**src/rtl/traffic_light_monitor.sv**
```systemverilog
// Safety monitor for the intersection light bus: flags illegal codes, conflicts, bad sequencing
// and short yellows, then latches a fault and forces all-red. Optional macro: TLM_GREEN_WATCHDOG_EN.
module traffic_light_monitor #(
    parameter int unsigned MIN_YELLOW = 5,
    parameter int unsigned MAX_GREEN  = 64,
    parameter int unsigned CNT_W      = 8
) (
    input  logic        clk,
    input  logic        reset,
    input  logic [1:0]  LA,
    input  logic [1:0]  LB,
    input  logic        clear_fault,
    output logic        fault,
    output logic [2:0]  fault_code,
    output logic        override,
    output logic [15:0] cycle_count
);

    typedef enum logic [1:0] {MonInit, MonRun, MonFault} state_e;

    localparam logic [1:0] Red    = 2'b00;
    localparam logic [1:0] Yellow = 2'b01;
    localparam logic [1:0] Green  = 2'b10;
    localparam logic [1:0] Bad    = 2'b11;
    localparam logic [CNT_W-1:0] DwellMax = '1;

    if (MAX_GREEN > (2 ** CNT_W) - 1) begin : g_bad_max_green
        $error("MAX_GREEN does not fit in the dwell counter");
    end

    state_e           state_q, state_d;
    logic [1:0]       prev_a_q, prev_b_q;
    logic [CNT_W-1:0] dwell_a_q, dwell_b_q, dwell_a_d, dwell_b_d;
    logic [2:0]       fault_code_q, fault_code_d, hit_code;
    logic [15:0]      cycle_count_q, cycle_count_d;

    function automatic logic bad_step(input logic [1:0] p, input logic [1:0] c);
        return (p == Green && c == Red) || (p == Red && c == Yellow) ||
               (p == Yellow && c == Green);
    endfunction

    function automatic logic short_yellow(input logic [1:0] p, input logic [1:0] c,
                                          input logic [CNT_W-1:0] dwell);
        return p == Yellow && c == Red && dwell < CNT_W'(MIN_YELLOW);
    endfunction

    function automatic logic [CNT_W-1:0] next_dwell(input logic [1:0] p, input logic [1:0] c,
                                                    input logic [CNT_W-1:0] dwell);
        if (c != p) return CNT_W'(1);
        return (dwell == DwellMax) ? dwell : dwell + CNT_W'(1);
    endfunction

    // Lowest fault number wins; transition checks need a valid previous sample.
    always_comb begin
        dwell_a_d = next_dwell(prev_a_q, LA, dwell_a_q);
        dwell_b_d = next_dwell(prev_b_q, LB, dwell_b_q);
        hit_code  = 3'd0;
        if (LA == Bad || LB == Bad) begin
            hit_code = 3'd1;
        end else if (LA != Red && LB != Red) begin
            hit_code = 3'd2;
        end else if (state_q == MonRun) begin
            if (bad_step(prev_a_q, LA) || bad_step(prev_b_q, LB)) begin
                hit_code = 3'd3;
            end else if (short_yellow(prev_a_q, LA, dwell_a_q) ||
                         short_yellow(prev_b_q, LB, dwell_b_q)) begin
                hit_code = 3'd4;
`ifdef TLM_GREEN_WATCHDOG_EN
            end else if ((LA == Green && dwell_a_d == CNT_W'(MAX_GREEN)) ||
                         (LB == Green && dwell_b_d == CNT_W'(MAX_GREEN))) begin
                hit_code = 3'd5;
`endif
            end
        end
    end

    always_comb begin
        state_d       = state_q;
        fault_code_d  = fault_code_q;
        cycle_count_d = cycle_count_q;
        unique case (state_q)
            MonInit, MonRun: begin
                if (hit_code != 3'd0) begin
                    state_d      = MonFault;
                    fault_code_d = hit_code;
                end else begin
                    state_d = MonRun;
                    if (state_q == MonRun && prev_b_q == Yellow && LB == Red) begin
                        cycle_count_d = cycle_count_q + 16'd1;
                    end
                end
            end
            MonFault: begin
                if (clear_fault && LA == Red && LB == Red) begin
                    state_d      = MonInit;
                    fault_code_d = 3'd0;
                end
            end
            default: state_d = MonInit;
        endcase
    end

    always_ff @(posedge clk) begin
        if (reset) begin
            state_q       <= MonInit;
            fault_code_q  <= 3'd0;
            cycle_count_q <= 16'd0;
        end else begin
            state_q       <= state_d;
            fault_code_q  <= fault_code_d;
            cycle_count_q <= cycle_count_d;
        end
    end

    // Per-approach tracking is frozen while faulted; MonInit re-seeds it.
    always_ff @(posedge clk) begin
        if (reset) begin
            prev_a_q  <= Red;
            prev_b_q  <= Red;
            dwell_a_q <= '0;
            dwell_b_q <= '0;
        end else if (state_q == MonInit) begin
            prev_a_q  <= LA;
            prev_b_q  <= LB;
            dwell_a_q <= CNT_W'(1);
            dwell_b_q <= CNT_W'(1);
        end else if (state_q == MonRun) begin
            prev_a_q  <= LA;
            prev_b_q  <= LB;
            dwell_a_q <= dwell_a_d;
            dwell_b_q <= dwell_b_d;
        end
    end

    always_comb begin
        fault       = (state_q == MonFault);
        override    = (state_q == MonFault);
        fault_code  = fault_code_q;
        cycle_count = cycle_count_q;
    end

endmodule

```
**config.mk**
```make
export PLATFORM = sky130hd
export DESIGN_NAME = traffic_light_monitor
export DESIGN_NICKNAME = d
export VERILOG_FILES = /design/src/rtl/traffic_light_monitor.sv
export SDC_FILE = /design/constraint.sdc
export NUM_CORES = 1
export LEC_CHECK = 0
export ABC_AREA = 1
export CAP_MARGIN = 10
export CORE_MARGIN = 3
export CORE_UTILIZATION = 29
export CTS_CLUSTER_DIAMETER = 200
export DETAILED_ROUTE_END_ITERATION = 6
export PLACE_DENSITY_LB_ADDON = 0.12
export SYNTH_ARGS = -nofsm -noshare
export SYNTH_HDL_FRONTEND = slang
export SYNTH_SLANG_ARGS = --single-unit
```
**constraint.sdc**
```tcl
create_clock -name clk -period 2.1 [get_ports clk]
set_clock_uncertainty 0.05 [all_clocks]
set_input_delay 0.21 -clock clk [delete_from_list [all_inputs] [get_ports clk]]
set_output_delay 0.21 -clock clk [all_outputs]
set_load 0.01 [all_outputs]
```
# [Yosys cells after proc, flatten, opt, wreduce, memory -nomap -nowiden]
# Cells that the tools add are included.
[word_totals] reg_bits=41 output_inout_bits=21 word_cells=104
[classes] n_bitwise=1 n_eq_ne=22 n_lt_le_gt_ge=2 reduce_logical=40 muxes=27 add_sub_neg=3
[ops] operator="2-to-1 mux 8 bit" count=6
[ops] operator="2-to-1 mux 3 bit" count=7
[ops] operator="adder 16 x 1 -> 16 bit (second input constant)" count=1
[ops] operator="adder 8 x 1 -> 8 bit (second input constant)" count=2
[ops] operator="equality test 8 bit (second input constant)" count=2
[ops] operator="< comparator 8 x 3 -> 1 bit (second input constant)" count=2
[ops] operator="logical AND 1 bit" count=15
[ops] operator="equality test 2 bit (second input constant)" count=7
[ops] operator="2-to-1 mux 2 bit" count=6
[ops] operator="equality test 2 x 1 -> 1 bit (second input constant)" count=5
[ops] operator="zero test 2 bit" count=5
[ops] operator="AND reduction 2 bit" count=4
[ops] operator="nonzero test 2 bit" count=4
[ops] operator="logical OR 1 bit" count=7
[ops] operator="2-to-1 mux 1 bit" count=6
[ops] operator="!= test 2 bit (second input constant)" count=3
[ops] operator="!= test 3 x 2 -> 1 bit (second input constant)" count=2
[ops] operator="case mux 3 bit (2 select lines)" count=1
[ops] operator="AND reduction 3 bit" count=2
[ops] operator="!= test 2 bit" count=2
[ops] operator="case mux 2 bit (2 select lines)" count=1
[ops] operator="OR reduction 2 bit" count=2
[ops] operator="nonzero test 3 bit" count=1
[ops] operator="!= test 2 x 1 -> 1 bit (second input constant)" count=1
[ops] operator="inverter 1 bit" count=1

# [Longest topological paths before layout]
[depth] depth_word=12 ltp_mapped=15 depth_no_buf=15

# [Least setup slack after synthesis]
# OpenSTA, ideal clock, no wires.
[synth_path] path_kind="flip-flop to flip-flop" start="register dwell_b_q[0]" end="register cycle_count_q[1], in the netlist cycle_count[1]" synth_period_minus_slack_ns=1.545 n_path_buf=1 t_arrival_ns=1.379 required_time_ns=1.934 stages_incl_launch_ff=15 path_slack_ns=0.555 cell_sequence="dfxtp_1 -> inv_1 -> ha_1 -> inv_1 -> nand2_1 -> nand2_1 -> nor2_1 -> nand2_1 -> nand2_1 -> nand3_2 -> nand3_4 -> inv_4 -> buf_12 -> nor2_1 -> nor2_1"
[synth_between] elab_chain_len=11
[synth_rtl] element="start, declared" line="33" text="logic [CNT_W-1:0] dwell_a_q, dwell_b_q, dwell_a_d, dwell_b_d;"
[synth_rtl] element="start signal, assigned" line="131" text="dwell_b_q <= dwell_b_d;"
[synth_rtl] element="< comparator 8 x 3 -> 1 bit" line="44" text="return p == Yellow && c == Red && dwell < CNT_W'(MIN_YELLOW);"
[synth_rtl] element="logical AND 1 bit" line="44"
[synth_rtl] element="logical OR 1 bit" line="65" text="end else if (short_yellow(prev_a_q, LA, dwell_a_q) ||"
[synth_rtl] element="2-to-1 mux 3 bit" line="65"
[synth_rtl] element="2-to-1 mux 3 bit" line="63" text="if (bad_step(prev_a_q, LA) || bad_step(prev_b_q, LB)) begin"
[synth_rtl] element="2-to-1 mux 3 bit" line="62" text="end else if (state_q == MonRun) begin"
[synth_rtl] element="2-to-1 mux 3 bit" line="60" text="end else if (LA != Red && LB != Red) begin"
[synth_rtl] element="2-to-1 mux 3 bit" line="58" text="if (LA == Bad || LB == Bad) begin"
[synth_rtl] element="nonzero test 3 bit" line="83" text="if (hit_code != 3'd0) begin"
[synth_rtl] element="inverter 1 bit (no line)"
[synth_rtl] element="AND reduction 3 bit (no line)"
[synth_rtl] element="end signal, assigned" line="111" text="cycle_count_q <= cycle_count_d;"
[synth_rtl] element="end, declared" line="35" text="logic [15:0] cycle_count_q, cycle_count_d;"
# Every way passes these cells.
# A chain may end at the register's enable or synchronous reset.

# [Final worst setup path]
[layout_path] start="input port LA[0]" end="register fault_code_q[1], in the netlist fault_code[1]"
[layout_between] elab_chain_len=12 word_cells_on_any_way=29 cone_classes="eq/ne (5); mux (7); reduce/logical (17)"
[layout_rtl] element="start, declared" line="10" text="input logic [1:0] LA,"
[layout_rtl] element="equality test 2 x 1 -> 1 bit or zero test 2 bit (tied branches)" line="38, 44, 94"
[layout_rtl] element="logical AND 1 bit, on equally long branches" line="38, 44"
[layout_rtl] element="logical OR 1 bit or logical AND 1 bit (tied branches)" line="38, 44"
[layout_rtl] element="logical OR 1 bit, on equally long branches" line="38, 65"
[layout_rtl] element="logical OR 1 bit or 2-to-1 mux 3 bit (tied branches)" line="63, 65"
[layout_rtl] element="2-to-1 mux 3 bit" line="63"
[layout_rtl] element="2-to-1 mux 3 bit" line="62"
[layout_rtl] element="2-to-1 mux 3 bit" line="60"
[layout_rtl] element="2-to-1 mux 3 bit" line="58"
[layout_rtl] element="nonzero test 3 bit" line="83"
[layout_rtl] element="!= test 2 bit (no line)"
[layout_rtl] element="AND reduction 3 bit (no line)"
[layout_rtl] element="end signal, assigned" line="110" text="fault_code_q <= fault_code_d;"
[layout_rtl] element="end, declared" line="34" text="logic [2:0] fault_code_q, fault_code_d, hit_code;"
# Parallel ways exist; a longest one is shown, timed or not. The select of a mux whose other input is x is not followed.

==> impl_metrics.ini <==
[yosys]
synth_top_area_cell = dfxtp_1
synth_area_leaders = dfxtp_1 33%, nand2_1 11%, nor2_1 8.0%
ys_types = 32
yosys.area_share.simple_pct = 34.35
ys_warn_count = 0
ys_ff_latch = 41
synth_compound_area_share_pct = 14.27
synth_area_um2 = 2455
syn_nets = 375
synth-xor-area-share_pct = 5.708
synth_top_family_by_area = simple AND/OR/NAND/NOR gates
yosys.area.top_type_share_pct = 33.44
synth-adder-area-share_pct = 2.548
avgSynthCellArea_um2 = 6.763
yosysSeqAreaShare_pct = 33.44
synthMuxAreaShare_pct = 0
syn_inst = 363

[sta]
slew_headroom_pct = 73.48
setup_viol = 0
period_needed_ns = 1.826
hold_violations = 0
fin_tns_setup_ns = 0
fin_crit_sh_pct = 86.96
tightest_slew_ns = 0.3978
slew_violations = 0
max_freq_ghz = 0.5476
setup_slack_ns = 0.2739
rsz0062_at_grt = no
whs_ns = 0.4362

[setup_path]
cp.arrival_ns = 2.01
critPathKind = input port to register
crit_required_ns = 2.28
crit_path_end_kind = register
crit_top_cell = nand2_1
critPathBufInv = 3
worstPathCellList = clkdlybuf4s50_1, inv_2, nand2_1, inv_2, nand2_1, nand3_1, o21ai_0, nand3_1, nand2_1, nand2_2, nand2_1, nand2_1, nor2_1
cp_max_fo = 4
critical_path.startpoint_type = input port
max_stage_delay_ns = 0.54
cpMaxStageDelayCell = clkdlybuf4s50_1
critical_path.top_delay_family = simple AND/OR/NAND/NOR gates

[cells_and_area]
fillCellCount = 873
finalNetCount = 416
syn_to_final_growth_pct = 21.61
finalInstanceArea_um2 = 2985
final_util_pct = 37.47
layout.cells.non_filler = 507
regArea_um2 = 820.8
antennaDiodeCount = 0
drive_above_1_share_pct = 14.57
multi_input_area_um2 = 1396

[clock_tree]
holdBufCountCts = 0
ctsRootBufferMaster = clkbuf_8
clk_latency_ns = 0.29
htreeDepth = 2
post_cts_resized = 0
cts.clk_slew.worst_paths_ns = 0.08
cts_buffer_depth = 2
cts_setup_buffers = 0
cts_tree = done
cts-buffers-inserted = 5
cts.sinks = 41

[grt]
antenna_found_initial = 0
grt_pass1_vias = 2114
grt_overflow = 0
grt_max_degree = 21
grt_pass1_wl_um = 9867
grt_usage_pct = 12.26

[place]
io_buffer_count = 27
dp_cells = 499
post-place-ws_ns = -0.001907
dpl-instance-area_um2 = 2903
place.detailed.hpwl_um = 4360
gp_congestion = 0.8167

[die]
fp-row-count = 32
core_um2 = 7968
fp.dieH_um = 98.01
top_level_ports = 28
start_util_pct = 30.81
die-area_um2 = 9605
die_w_um = 98.01

[routing]
num_vias = 2292
ant_nets = 0
drc = 0
drtIter0Drc = 76
routedWlPerCell_um = 11.14
drt-pass1-iter-count = 4
viasPerCell = 4.521
routed_wl_um = 5649

[hold_path]
hp-class = register to register

[status]
outcome = complete, no violations

[pwr]
power_mw = 1.563
powerDensity_nw_per_um2 = 523.5
vdd_drop_max_v = 0.0002615
leakagePower_nw = 1.117

[job]
maxCapViolCount = 0
## sequential cells by signal (all words and copies together), names as in the netlist
| name | cells |
|---|---|
| cycle_count | 16 |
| dwell_a_q | 8 |
| dwell_b_q | 8 |
| fault_code | 3 |
| prev_a_q | 2 |
| prev_b_q | 2 |
| state_q | 2 |
## worst paths after layout
| check | cells past startpoint | slack (ns) | endpoint | from |
|---|---|---|---|---|
| hold / removal | 2 | 0.44 | dwell_b_q[4] | dwell_b_q[4] |
| setup reg to reg | 15 | 0.28 | fault_code[1] | dwell_b_q[0] |
| hold reg to reg | 2 | 0.44 | dwell_b_q[4] | dwell_b_q[4] |
| setup / recovery | 13 | 0.27 | fault_code[1] | LA[0] |
## kinds of logic (layout without fill, tap and decap cells)
group,Yosys count,count (layout)
xor gates and xnor gates,16,16
adders and majority gates,5,5
DFF,41,41
AOI/OAI and AO/OA,60,60
and+or+nand+nor,185,185
buffers and inverters,56,98
## tightest hold or removal path: stages (launching register included)
cell and delay [ns]:
dfxtp_1 0.34, inv_1 0.06, a21oi_1 0.05
## area by class of cell
cell class | instances | share of cell area [%]
multi-input cells | 266 | 46.77
flip-flops and latches | 41 | 27.49
repair buffers | 40 | 12.32
inverters | 50 | 6.370
well taps | 102 | 4.275
clock buffers | 6 | 2.431
clock inverters | 2 | 0.3353
## Yosys cell counts, drive strengths merged
| cell | n |
|---|---|
| a211oi | 4 |
| a21oi | 34 |
| and2 | 1 |
| buf | 4 |
| clkbuf | 2 |
| dfxtp | 41 |
| ha | 5 |
| inv | 50 |
| nand2 | 88 |
| nand3 | 19 |
| nand4 | 6 |
| nor2 | 58 |
| nor3 | 11 |
| nor3b | 1 |
| nor4 | 1 |
| o21ai | 21 |
| o21bai | 1 |
| xnor2 | 4 |
| xor2 | 12 |
## metal layers
metal / track usage (%) / share of wire (%) / vias to the layer above
met2: 19.11 / 44 / 33
met1: 17.03 / 52 / 1015
met5: 0 / 0 / -
met4: 3.514 / 0.65 / 0
met3: 2.643 / 3.0 / 2
li1: - / - / 1242
## power breakdown
part | internal (mW) | leakage [nW] | switching (mW) | total, mW
sequential | 0.798 | 0.333 | 0.0157 | 0.814
clock | 0.231 | 0.0450 | 0.283 | 0.514
combinational | 0.0951 | 0.739 | 0.140 | 0.235
total | 1.12 | 1.12 | 0.439 | 1.56
## cells in the final DEF, fill, tap and decap left out
cell / instances
a211oi_1: 4
a21oi_1: 25
a21oi_2: 9
and2_1: 1
buf_4: 13
clkbuf_1: 1
clkbuf_8: 5
clkdlybuf4s50_1: 27
clkinv_2: 2
dfxtp_1: 41
ha_1: 5
inv_1: 45
inv_2: 4
inv_4: 1
nand2_1: 74
nand2_2: 14
nand3_1: 16
nand3_2: 2
nand3_4: 1
nand4_1: 6
nor2_1: 52
nor2_2: 4
nor2_4: 2
nor3_1: 10
nor3_2: 1
nor3b_1: 1
nor4_1: 1
o21ai_0: 19
o21ai_1: 1
o21ai_2: 1
o21bai_1: 1
xnor2_1: 4
xor2_1: 12
(Power assumes the default switching activity.)
